[src/rtl/router_stat_pkg.sv]
// Shared types for the router statistics trigger and the profilers
// that decode its print-stat tags.
package router_stat_pkg;

  typedef enum logic [1:0] {
    ST_IDLE = 2'd0,
    ST_EMIT = 2'd1,
    ST_GAP  = 2'd2
  } stat_state_e;

  // MSB of a print tag: 1 marks a periodic dump, 0 a host request
  localparam logic periodic_tag_mark = 1'b1;

endpackage

[src/rtl/router_stat_period_timer.sv]
// Periodic dump timer: period counter, pending request, overrun flag
// and the periodic sequence number.
module router_stat_period_timer
  import router_stat_pkg::*;
#(
  parameter int unsigned period_p    = 250,
  parameter int unsigned enable_p    = 0,
  parameter int unsigned seq_width_p = 31
) (
  input  logic                   clk,
  input  logic                   rst_n,
  input  logic                   en,
  input  logic                   clr,
  output logic                   pending,
  output logic [seq_width_p-1:0] seq,
  output logic                   overrun
);

  localparam int unsigned cnt_w = $clog2(period_p);

  logic [cnt_w-1:0] cnt;
  logic             wrap;

  assign wrap = (enable_p != 0) && en
             && (cnt == cnt_w'(period_p - 1));

  always_ff @(posedge clk or negedge rst_n) begin
    if (!rst_n) begin
      cnt     <= '0;
      pending <= 1'b0;
      seq     <= '0;
      overrun <= 1'b0;
    end else begin
      if (en && (enable_p != 0))
        cnt <= wrap ? '0 : cnt + 1'b1;
      // a new tick wins over the clear of the one being emitted
      if (wrap)
        pending <= 1'b1;
      else if (clr)
        pending <= 1'b0;
      if (wrap && pending)
        overrun <= 1'b1;
      if (clr)
        seq <= seq + 1'b1;
    end
  end

endmodule

[src/rtl/router_stat_trigger.sv]
// Global cycle counter and single-cycle print-stat pulse generator
// fed by host requests and an optional periodic timer.
module router_stat_trigger
  import router_stat_pkg::*;
#(
  parameter int unsigned period_p          = 250,
  parameter int unsigned enable_periodic_p = 0,
  parameter int unsigned gap_p             = 2,
  parameter int unsigned tag_width_p       = 32,
  parameter int unsigned ctr_width_p       = 32
) (
  input  logic                   clk_i,
  input  logic                   reset_n_i,
  input  logic                   en_i,
  input  logic                   host_v_i,
  input  logic [tag_width_p-1:0] host_tag_i,
  output logic                   host_ready_o,
  output logic                   print_stat_v_o,
  output logic [tag_width_p-1:0] print_stat_tag_o,
  output logic [ctr_width_p-1:0] global_ctr_o,
  output logic                   periodic_overrun_o
);

  localparam int unsigned gap_w = $clog2(gap_p + 1);

  stat_state_e            state, state_n;
  logic [ctr_width_p-1:0] global_ctr;
  logic                   host_full;
  logic [tag_width_p-1:0] host_tag;
  logic                   src_host;
  logic [gap_w-1:0]       gap_ctr;
  logic [tag_width_p-1:0] print_tag;
  logic                   handshake;
  logic                   clr_host;
  logic                   clr_periodic;
  logic                   pending;
  logic [tag_width_p-2:0] seq;
  logic                   overrun;

  assign handshake    = host_v_i & ~host_full;
  assign clr_host     = (state == ST_EMIT) & src_host;
  assign clr_periodic = (state == ST_EMIT) & ~src_host;

  router_stat_period_timer #(
    .period_p    (period_p),
    .enable_p    (enable_periodic_p),
    .seq_width_p (tag_width_p - 1)
  ) timer (
    .clk     (clk_i),
    .rst_n   (reset_n_i),
    .en      (en_i),
    .clr     (clr_periodic),
    .pending (pending),
    .seq     (seq),
    .overrun (overrun)
  );

  always_comb begin
    state_n = state;
    unique case (state)
      ST_IDLE: if (host_full | pending) state_n = ST_EMIT;
      ST_EMIT: state_n = ST_GAP;
      ST_GAP:  if (gap_ctr == gap_w'(gap_p - 1)) state_n = ST_IDLE;
      default: state_n = ST_IDLE;
    endcase
  end

  always_ff @(posedge clk_i or negedge reset_n_i) begin
    if (!reset_n_i) begin
      state      <= ST_IDLE;
      global_ctr <= '0;
      host_full  <= 1'b0;
      host_tag   <= '0;
      src_host   <= 1'b0;
      gap_ctr    <= '0;
      print_tag  <= '0;
    end else begin
      state <= state_n;
      if (en_i)
        global_ctr <= global_ctr + 1'b1;
      if (handshake) begin
        host_full <= 1'b1;
        host_tag  <= host_tag_i;
      end else if (clr_host) begin
        host_full <= 1'b0;
      end
      gap_ctr <= (state == ST_GAP) ? gap_ctr + 1'b1 : '0;
      // source is latched in IDLE; host has priority
      if (state == ST_IDLE)
        src_host <= host_full;
      if (state_n == ST_EMIT)
        print_tag <= host_full ? host_tag
                               : {periodic_tag_mark, seq};
      else
        print_tag <= '0;
    end
  end

  assign host_ready_o       = ~host_full;
  assign print_stat_v_o     = (state == ST_EMIT);
  assign print_stat_tag_o   = print_tag;
  assign global_ctr_o       = global_ctr;
  assign periodic_overrun_o = overrun;

endmodule

[config.mk]
export PLATFORM = sky130hd
export DESIGN_NAME = router_stat_trigger
export DESIGN_NICKNAME = d
export VERILOG_FILES = /design/src/rtl/router_stat_pkg.sv /design/src/rtl/router_stat_period_timer.sv /design/src/rtl/router_stat_trigger.sv
export SDC_FILE = /design/constraint.sdc
export NUM_CORES = 1
export LEC_CHECK = 0
export BUFFER_PORTS_ARGS = -buffer_cell sky130_fd_sc_hd__buf_2
export CAP_MARGIN = 10
export CORE_UTILIZATION = 55
export DETAILED_ROUTE_END_ITERATION = 6
export PLACE_DENSITY = 0.83
export RECOVER_POWER = 50
export SLEW_MARGIN = 20
export SYNTH_ARGS = -nofsm -noshare
export SYNTH_HDL_FRONTEND = slang
export SYNTH_SLANG_ARGS = --single-unit
[constraint.sdc]
create_clock -name clk_i -period 3.9 [get_ports clk_i]
set_clock_uncertainty 0.15 [all_clocks]
set_input_delay 0 -clock clk_i [delete_from_list [all_inputs] [get_ports clk_i]]
set_output_delay 0 -clock clk_i [all_outputs]
set_load 0.02 [all_outputs]
; ---- Word-level counts from Yosys, hierarchy flattened
; Cells that the tools add are included.
[word_totals]
reg_bits = 133
inputBits = 36
elab_cells = 30
[classes]
add_sub_neg = 3
n_eq_ne = 4
mux = 8
bitwise_logic = 5
reduce_logical = 2
[ops]
columns = operator, n
row1 = 2-to-1 mux 32 bit, 2
row2 = "adder 32 x 1 -> 32 bit, second input constant", 1
row3 = "adder 31 x 1 -> 31 bit, second input constant", 1
row4 = "equality test 2 x 1 -> 1 bit, second input constant", 3
row5 = 2-to-1 mux 2 bit, 3
row6 = case mux 2 bit (3 select lines), 1
row7 = AND 1 bit, 3
row8 = "adder 2 x 1 -> 2 bit, second input constant", 1
row9 = "equality test 2 bit, second input constant", 1
row10 = logical NOT 2 bit, 1
row11 = 2-to-1 mux 1 bit, 2
row12 = inverter 1 bit, 2
row13 = nonzero test 2 bit, 1

; ---- Longest topological paths before layout
; Gate-level depths: netlist of run 1.
[depth]
word_depth = 5
ltp_mapped = 7
depth_no_buf = 5

; ---- Hierarchy
; A second synthesis of run 1 with hierarchy kept.
[hier_totals]
hier_cells = 446
area_unflattened_um2 = 5665.4
[by_module_without_submodules]
columns = module, instances, cells_per_inst, area_per_inst_um2, seq_area_each_um2
row1 = router_stat_trigger, 1, 323, 4172.8, 2552.4
row2 = router_stat_period_timer, 1, 123, 1492.7, 775.7

; ---- Worst setup path after synthesis of run 1
; No wires, ideal clock.
[synth_timing]
path_kind = reg2reg
start = register global_ctr[0], in the netlist global_ctr_o[0]
end = register global_ctr[28], in the netlist global_ctr_o[28]
arrival_ns = 1.524
required_ns = 3.620
setup_slack_ns = 2.096
path_stages_with_launch = 8
path_buffers = 2
period_less_slack_ns = 1.804
cell_sequence = dfrtp_1 ha_1 and4_1 clkbuf_2 and3_1 buf_2 nand4b_1 xnor2_1
[synth_between]
elab_chain_cells = 1
[synth_rtl]
columns = item, line_no
row1 = "start, declared", router_stat_trigger.sv:27  ; logic [ctr_width_p-1:0] global_ctr;
row2 = "start signal, assigned", router_stat_trigger.sv:80  ; global_ctr <= global_ctr + 1'b1;
row3 = adder 32 x 1 -> 32 bit, router_stat_trigger.sv:80
; Every way passes these cells.
; A chain may end at the register's enable or synchronous reset.

; ---- Final worst setup path of run 1
[layout_timing]
start = register global_ctr[4], in the netlist global_ctr_o[4]
end = register global_ctr[21], in the netlist global_ctr_o[21]
; Same word-level chain as after synthesis.

==> results of run 1 <==
## placed cells by master, fill, tap and decap left out, types with 2 or more instances in the layout
master,instances
clkinvlp_4,2
nand2b_1,2
dfrtp_1,102
clkinv_2,2
nand3_1,11
xnor2_1,25
nand4_1,11
clkbuf_8,9
inv_1,3
nor4_4,2
buf_4,2
clkbuf_1,64
nand2_1,12
nor2_1,8
and2_1,33
buf_2,36
and4_1,4
dlygate4sd3_1,34
xor2_1,6
and3_1,6
ha_1,2
mux2_2,33
## worst min-delay path, delay by kind of cell
family,cells,cell delay [ps]
AND/OR/NAND/NOR,1,250
AO/OA/AOI/OAI,1,210
buffers and inverters,1,100
## area by class of cell
cell class | instances | share of cell area (%)
sequential | 102 | 51.7
multi-input combinational | 165 | 26.0
timing repair buffer | 137 | 15.8
clock buffer | 9 | 2.51
tap | 96 | 2.43
clock inverter | 6 | 1.29
inverter | 3 | 0.228
## timing repair
action / 4_1_cts / 5_1_grt
hold buffers: 34 / 0
setup buffers: 0 / 0
hold endpoints to repair: 108 / 0
setup endpoints to repair: 0 / 0
## per-stage QoR
| stage | hold slack (ps) | worst slack [ps] | utilization (%) |
|---|---|---|---|
| after detailed placement | 30.8 | 1660 | 65.8 |
| after global placement | 25.6 | 1770 | 65.8 |
| after floorplan | -446 | 2100 | - |
| after global routing | 102 | 1420 | 72.3 |
| after CTS | 88.5 | 1640 | 73.5 |
| final | 92.6 | 1660 | 72.3 |
## worst paths after layout
check	cells after the start	end	slack (ps)
max	4	global_ctr_o[21]	1660
min	3	host_full	90
max reg2reg	4	global_ctr_o[21]	1660
min reg2reg	1	gap_ctr[0]	290
max in group asynchronous	3	gap_ctr[0]	1890
min in group asynchronous	2	global_ctr_o[19]	500
## per-layer routing
metal,global-route usage [%],vias to the layer above
met1,27.5,1301
met4,5.61,0
met5,0,-
met3,7.41,6
met2,37.1,88
li1,-,1211
## report_power, final
group          internal (mW)  switching, mW  leakage [nW]
combinational          0.410          0.575         0.857
clock                  0.292          0.345        0.0911
sequential              1.43          0.176          1.31
## cells by family (layout without fill, tap and decap cells)
logic type | Yosys count | after routing | share of synthesized area, %
xor gates and xnor gates | 31 | 31 | 6.98
DFF | 102 | 102 | 65.6
and+or+nand+nor | 95 | 95 | 14.9
muxes | 33 | 33 | 9.55
other | 1 | 1 | 0.0964
AOI/OAI and AO/OA | 3 | 3 | 0.514
adders and majority gates | 2 | 2 | 0.643
buffers and inverters | 14 | 155 | 1.70
## flip-flops by register name (all words and copies together) (netlist names)
register / count
gap_ctr: 2
print_stat_tag_o: 32
global_ctr_o: 32
host_full: 1
state: 2
host_tag: 32
src_host: 1
==> results.yml, run 1 <==
outcome:
  status: "finished with violations"
  violations: "max-capacitance violations, max-slew violations"
critical_path:
  worstSetupPathType: "reg -> reg"
  worstPathMaxFanout: 11
  start_kind: "flop"
  crit_arrival_ps: 2320
  crit_path_frequent_cell: "nand3_1"
  path_buf_inv: 0
  worst_path_largest_cell_delay_ps: 900
  cp-startpoint: "global_ctr_o[4]"
  r2r-start: "global_ctr_o[4]"
  path_delay_family: "simple AND/OR/NAND/NOR gates"
  cp_slowest_cell: "nor4b_2"
  crit_chain: "nand3_1 -> nor4b_2 -> nand3_1 -> xnor2_1"
  crit_required_ps: 3980
  cp-end-kind: "flop"
synthesis:
  synthDistinctLibCells: 28
  avgSynthCellArea_um2: 13.8
  synth_top_area_cell: "dfrtp_1"
  netlist_top_cells_area: "dfrtp_1 (66%), mux2_2 (9.5%), xnor2_1 (5.6%)"
  syn_inst: 281
  synth_enable_flop_cells: 0
  synth_top_cells_by_count: "dfrtp_1 (102), and2_1 (33), mux2_2 (33), xnor2_1 (25), nand2_1 (12)"
  yosysWarnings: 0
  ys_seq_area_share_pct: 65.6
  synth_top_area_share_pct: 65.6
  ys.flop_type: "dfrtp_1"
  synth-seq-cells: 102
  yosys.cell_count.top_type: "dfrtp_1"
  async_flop_share_pct: 100
  synth_nets: 319
  synth_area_um2: 3890
hold_path:
  timing.hold.worst.class: "in -> reg"
  min_from: "host_v_i"
cts:
  numCtsBuffers: 9
  clock_latency_ps: 350
  cts_num_sinks: 102
  htreeDepth: 3
  clock_path_buffers: 2
  cts_resized: 0
  cts.reportedPaths.clkPinSlew_ps: 90
  cts-root-buf: "clkbuf_8"
  cts_tree: "yes"
global_routing:
  grt_max_degree: 74
  grt_pass1_vias: 2715
  grtUsageTotal_pct: 22.0
  grt_pass1_wl_um: 12500
  antenna_found_initial: 0
  grt-ovfl-total: 0
placement:
  placed_area_um2: 4490
  dp.cells: 469
  dp_hpwl_um: 4800
  port_buffers: 101
  finalWeightedCongestion: 0.746
flow_run:
  drv_cap: 1
timing:
  hold_violations: 0
  worstMarginPinSlew_ps: 1740
  layout_min_cycle_time_ps: 2240
  finalSetupViolCount: 0
  rsz0062_at_grt: "no"
  relSlewSlack_pct: -16.1
  fin_crit_sh_pct: 57.4
  setup_tns_ps: 0
  fmax_ghz: 0.447
  slew_viol_final: 74
cells_and_area:
  area_growth_pct: 26.9
  n_fill_cell: 497
  nets: 456
  seq_area_um2: 2550
  multiInputGateArea_um2: 1280
  antenna_cells: 0
  final_cells: 518
  fin_area_um2: 4940
  drive_gt1_share_pct: 21.8
die:
  die_w_um: 86.1
  die_y_um: 86.1
  start_util_pct: 57.0
  rows: 30
  dieArea_um2: 7410
  fp.coreArea_um2: 6830
  io_pins: 103
routing:
  met3WireLength_um: 559
  wirelength_met1_um: 3240
  wl_per_cell_um: 14.5
  via_per_inst: 5.03
  maxUsedRoutingLayer: "met4"
  drt-total-wl_um: 7530
  antenna_left: 0
  firstDrtPassIters: 4
  via_count: 2606
  first_iter_violations: 89
  drcViolationCount: 0
  wl_met2_um: 3670
pwr:
  p_leak_nw: 2.26
  irDropWorstVdd_mv: 0.384
  total_power_mw: 3.23
  pwr_density_cell_nw_per_um2: 655
(Power assumes the default switching activity.)
==> run 2, diff against run 1 <==
- ABC_AREA: default -> 1
- CORE_UTILIZATION: 55 -> 53
- PLACE_DENSITY: 0.83 -> 0.79
- clock period: 3.9 -> 2.2 ns (I/O delays scaled with it)
==> run 2 against run 1 <==
  * The flow now finishes without violations
  * Synthesized cell count is 70% higher
  * Register-to-register slack worse by 1200 ps
  * Sequential share of layout area is 4.1 points lower
  * Critical path type unchanged
==> results.yml, run 2 <==
routing:
  drt-total-wl_um: 9310
  first_iter_violations: 210
  wl_met2_um: 4750
  antenna_left: 0
  wl_per_cell_um: 12.8
  via_per_inst: 4.88
  via_count: 3546
  maxUsedRoutingLayer: "met4"
  drcViolationCount: 0
  wirelength_met1_um: 3900
  firstDrtPassIters: 4
  met3WireLength_um: 363
pwr:
  p_seq_share_pct: 48.2
  p_sw_mw: 2.28
  pwr_density_cell_nw_per_um2: 1080
  p_leak_nw: 2.98
  combinationalPowerShare_pct: 31.4
  clock_power_share_pct: 20.5
  irDropWorstVdd_mv: 0.707
  internal_power_mw: 3.78
  sw_frac_of_total_pct: 37.6
die:
  die_y_um: 94.1
  io_pins: 103
  die_w_um: 94.1
  fp.coreArea_um2: 8220
  dieArea_um2: 8850
  rows: 33
  start_util_pct: 54.7
cells_and_area:
  final_util_pct: 68.5
  area_growth_pct: 25.2
  most-common-layout-cells: "dfrtp_1 (107), nor2_1 (89), nand2_1 (73)"
  drive_gt1_share_pct: 18.5
  final_common_cell: "dfrtp_1"
  n_fill_cell: 660
  antenna_cells: 0
  fin_area_um2: 5630
  nets: 655
synthesis:
  synthDistinctLibCells: 30
  synth_fa_ha_area_share_pct: 0.835
  synth_xor_area_share_pct: 4.87
  synth_top_family_by_area: "simple AND/OR/NAND/NOR gates"
  avgSynthCellArea_um2: 9.38
  yosys.cell_count.top_type: "dfrtp_1"
  synth-compound-area-share_pct: 4.01
  yosysWarnings: 0
  synth_simple_gate_area_share_pct: 22.0
  synth_enable_flop_cells: 0
  synth_top_cells_by_count: "dfrtp_1 (107), nor2_1 (89), nand2_1 (73), inv_1 (68), a21oi_1 (32)"
  ys_seq_area_share_pct: 59.6
  async_flop_share_pct: 100
  synth_top_area_cell: "dfrtp_1"
  synth_area_um2: 4490
  synth-seq-cells: 107
  synth_nets: 518
  netlist_top_cells_area: "dfrtp_1 (60%), nor2_1 (7.4%), nand2_1 (6.1%)"
  synth_top_area_share_pct: 59.6
  syn_inst: 479
  ys.flop_type: "dfrtp_1"
  muxShareOfSynthArea_pct: 1.00
global_routing:
  grt_pass1_vias: 3454
  grt-ovfl-total: 0
  antenna_found_initial: 0
  grt_pass1_wl_um: 15400
  grt_max_degree: 108
  grtUsageTotal_pct: 22.9
outcome:
  status: "completed"
critical_path:
  crit_chain: "ha_1 -> nand3_1 -> nor2_4 -> nand2_2 -> nor2_4 -> nand2_1 -> xor2_1"
  crit_arrival_ps: 1850
  path_buf_inv: 0
  worstPathMaxFanout: 5
  r2r_cells: 7
  path_delay_family: "simple AND/OR/NAND/NOR gates"
  cp_slowest_cell: "dfrtp_1"
  rrSetupSlack_ps: 450
  crit_required_ps: 2310
  start_kind: "flop"
  worstReg2RegEnd: "global_ctr_o[24]"
  worst_path_largest_cell_delay_ps: 450
  cp-end-kind: "flop"
  r2r-start: "global_ctr_o[0]"
  crit_path_frequent_cell: "nor2_4"
  worstSetupPathType: "reg -> reg"
cts:
  cts-root-buf: "clkbuf_8"
  cts.reportedPaths.clkPinSlew_ps: 100
  cts_tree: "yes"
  cts_num_sinks: 107
  post_cts_buffers: 0
  clock_latency_ps: 360
  htreeDepth: 3
  numCtsBuffers: 9
  clock_path_buffers: 2
placement:
  port_buffers: 101
  placed_area_um2: 5130
  dp_hpwl_um: 6250
  finalWeightedCongestion: 0.919
flow_run:
  drv_cap: 0
timing:
  rsz0062_at_grt: "no"
  layout_min_cycle_time_ps: 1750
  fmax_ghz: 0.572
  fin_crit_sh_pct: 79.4
  setup_tns_ps: 0
  worstMarginPinSlew_ps: 1390
  relSlewSlack_pct: 7.43
  finalSetupViolCount: 0
  slew_viol_final: 0
  hold_violations: 0
hold_path:
  timing.hold.worst.class: "in -> reg"
  holdPathStages: 3
  min_to: "host_full"
  min_from: "host_v_i"
## run 2: cell types whose count changed in the layout (fill, tap and decap cells not counted), moves of 33 or more
cell     delta
inv_1      +65
nor2_1     +81
and2_1     -33
nand2_1    +61
## run 2: area by class of cell
class                      count  area, um2  area share [%]
clock buffer                   9        124            2.20
clock inverter                 7       83.8            1.49
inverter                      74        278            4.94
multi-input combinational    286       1480            26.2
sequential                   107       2680            47.6
tap                          105        131            2.33
timing repair buffer         138        856            15.2
## run 2: worst reg2reg max path: stages, from the launching register on
cell and delay (ps):
dfrtp_1 450, ha_1 210, nand3_1 140, nor2_4 170, nand2_2 130, nor2_4 180
nand2_1 80, xor2_1 140
## run 2: worst max-delay path by stage
stage / from / end / slack, ps / cells after the start
floorplan: global_ctr_o[0] / global_ctr_o[24] / 480 / 7
global placement: global_ctr_o[0] / global_ctr_o[24] / 550 / 7
detailed placement: global_ctr_o[0] / global_ctr_o[24] / 460 / 7
CTS: global_ctr_o[0] / global_ctr_o[24] / 440 / 7
global route: reset_n_i / print_stat_tag_o[18] / 250 / 3
finish: global_ctr_o[0] / global_ctr_o[24] / 450 / 7
## run 2: timing repair
item / 4_1_cts / 5_1_grt
resized for setup: 0 / 0
hold endpoints to repair: 148 / 0
hold buffers: 34 / 0
## run 2: power by group through the flow
stage | Combinational (mW) | Sequential [mW] | Clock, mW
finish | 1.90 | 2.92 | 1.24
global route | 2.13 | 2.98 | 1.36
CTS | 1.98 | 2.91 | 1.28
detailed placement | 1.92 | 2.94 | 0
global placement | 1.86 | 2.92 | 0
floorplan | 0.983 | 3.22 | 0
## run 2: logic make-up after synthesis
logic type	after synthesis
compound gates	36
xor+xnor	25
fa+ha+maj	3
buf+inv	86
flops	107
mux	4
other cells	1
simple gates	217
## run 2: metal layers
| layer | up-vias | GRT usage, % |
|---|---|---|
| met5 | - | 0 |
| li1 | 1736 | - |
| met3 | 26 | 3.88 |
| met4 | 0 | 11.7 |
| met1 | 1674 | 27.8 |
| met2 | 110 | 39.2 |
## run 2: through the flow
| stage | total power [mW] | hold WS (ps) | worst slack [ps] | instances |
|---|---|---|---|---|
| final | 6.06 | 56.0 | 453 | 726 |
| after global routing | 6.46 | 105 | 248 | 726 |
| after CTS | 6.17 | 41.3 | 442 | 726 |
| after detailed placement | 4.87 | -37.8 | 460 | 676 |
| after global placement | 4.78 | -41.9 | 547 | 676 |
| after floorplan | 4.21 | -446 | 484 | 479 |
==> run 3, diff against run 2 <==
- clock period: 2.2 -> 1.79 ns (I/O delays scaled with it)
==> run 3 against run 2 <==
  * Die area stayed put
  * First-iteration DRC count is 46% lower
  * Final area is 1.4% higher
  * Via count is 2.4% higher
  * Total power is 24% higher
  * Flip-flop and latch count stayed put
  * Largest power group unchanged
  * Highest routed layer unchanged
==> results.yml, run 3 (synthesis gave the netlist of run 2 again) <==
global_routing:
  grt_pass1_vias: 3615
  grt_max_degree: 108
  grtUsageTotal_pct: 23.4
  grt_pass1_wl_um: 15900
  grt-ovfl-total: 0
  antenna_found_initial: 0
critical_path:
  worstPathMaxFanout: 3
  worstSetupPathType: "reg -> reg"
  path_delay_family: "simple AND/OR/NAND/NOR gates"
  path_depth: 7
  start_kind: "flop"
  rrSetupSlack_ps: 110
  crit_chain: "clkbuf_1 -> inv_1 -> nor2_1 -> nand3_1 -> nor2_2 -> xor2_1 -> inv_1"
  cp_slowest_cell: "dfrtp_2"
  r2r_cells: 7
  crit_arrival_ps: 1790
  crit_required_ps: 1900
  crit_path_frequent_cell: "inv_1"
  cp-end-kind: "flop"
  path_buf_inv: 3
  worst_path_largest_cell_delay_ps: 380
cts:
  numCtsBuffers: 9
  cts_num_sinks: 107
  clock_latency_ps: 370
  cts-root-buf: "clkbuf_8"
  htreeDepth: 3
  cts.reportedPaths.clkPinSlew_ps: 100
  clock_path_buffers: 2
  cts_tree: "yes"
timing:
  layout_min_cycle_time_ps: 1680
  slew_viol_final: 0
  worstMarginPinSlew_ps: 948
  setup_tns_ps: 0
  hold_violations: 0
  relSlewSlack_pct: 36.8
  finalSetupViolCount: 0
  fin_crit_sh_pct: 93.8
  fin_hold_ws_ps: 239
  timing.final.ws_setup_ps: 112
  fmax_ghz: 0.596
  rsz0062_at_grt: "no"
routing:
  wirelength_met1_um: 3960
  met3WireLength_um: 431
  maxUsedRoutingLayer: "met4"
  via_per_inst: 4.95
  drcViolationCount: 0
  drt-total-wl_um: 9350
  wl_per_cell_um: 12.7
  firstDrtPassIters: 4
  via_count: 3630
  antenna_left: 0
  first_iter_violations: 114
  wl_met2_um: 4680
die:
  die_w_um: 94.1
  io_pins: 103
  die_y_um: 94.1
  rows: 33
  fp.coreArea_um2: 8220
  dieArea_um2: 8850
  start_util_pct: 54.7
pwr:
  p_sw_mw: 2.82
  pwr_density_cell_nw_per_um2: 1320
  clock_power_share_pct: 21.0
  p_seq_share_pct: 47.7
  irDropWorstVdd_mv: 0.953
  p_leak_nw: 3.03
  internal_power_mw: 4.71
  combinationalPowerShare_pct: 31.3
  sw_frac_of_total_pct: 37.4
flow_run:
  drv_cap: 0
placement:
  dp_hpwl_um: 6330
  pre_cts_slack_ps: 52.6
  finalWeightedCongestion: 0.895
  port_buffers: 101
outcome:
  status: "completed"
cells_and_area:
  antenna_cells: 0
  area_growth_pct: 27.0
  nets: 663
  final_util_pct: 69.5
  drive_gt1_share_pct: 19.7
  n_fill_cell: 669
  final_common_cell: "dfrtp_1"
  most-common-layout-cells: "dfrtp_1 (105), nor2_1 (88), nand2_1 (73)"
hold_path:
  timing.hold.worst.class: "in -> async"
==> run 3: final timing paths <==
kind,startpoint,endpoint
min in group clk_i,host_tag_i[1],host_tag[1]
worst max-delay path,global_ctr_o[0],global_ctr_o[19]
worst max register to register,global_ctr_o[0],global_ctr_o[19]
worst min register to register,gap_ctr[0],gap_ctr[0]
worst min-delay path,reset_n_i,global_ctr_o[3]
max in group asynchronous,reset_n_i,host_full
==> run 3: power groups by stage <==
| stage | Sequential [mW] | Combinational, mW | Clock (mW) |
|---|---|---|---|
| 2_1_floorplan | 3.96 | 1.21 | 0 |
| 3_3_place_gp | 3.60 | 2.24 | 0 |
| 3_5_place_dp | 3.62 | 2.34 | 0 |
| 4_1_cts | 3.58 | 2.41 | 1.62 |
| 5_1_grt | 3.68 | 2.65 | 1.72 |
| 6_report | 3.59 | 2.36 | 1.58 |
==> run 3: per-stage QoR <==
step / power, mW / instances / cell area [um2]
3_3_place_gp: 5.84 / 679 / 5140
3_5_place_dp: 5.97 / 679 / 5140
5_1_grt: 8.05 / 734 / 5710
6_report: 7.52 / 734 / 5710
2_1_floorplan: 5.17 / 479 / 4490
4_1_cts: 7.62 / 732 / 5730
==> run 3: layer usage <==
layer	global-route usage, %	up-vias
met1	28.3	1731
met4	10.1	0
met3	4.61	25
met2	40.4	121
met5	0	-
li1	-	1753
==> run 3: cell type report <==
cell class	instances	area, um2	area share [%]
timing repair buffer	146	912	16.0
multi-input combinational	286	1490	26.1
inverter	74	278	4.87
tap	105	131	2.30
clock buffer	10	138	2.41
clock inverter	6	78.8	1.38
sequential	107	2680	47.0
==> run 3: timing repair <==
| item | 4_1_cts | 5_1_grt |
|---|---|---|
| hold endpoints to repair | 150 | 0 |
| setup endpoints to repair | 0 | 9 |
| resized for setup | 0 | 5 |
| buffers inserted | 0 | 2 |
| hold buffers | 37 | 0 |
==> run 3: worst reg2reg max path, cell delays in order (launching register included) <==
cell and delay (ps):
dfrtp_2 380, clkbuf_1 190, inv_1 60, nor2_1 160
nand3_1 180, nor2_2 240, xor2_1 160, inv_1 60
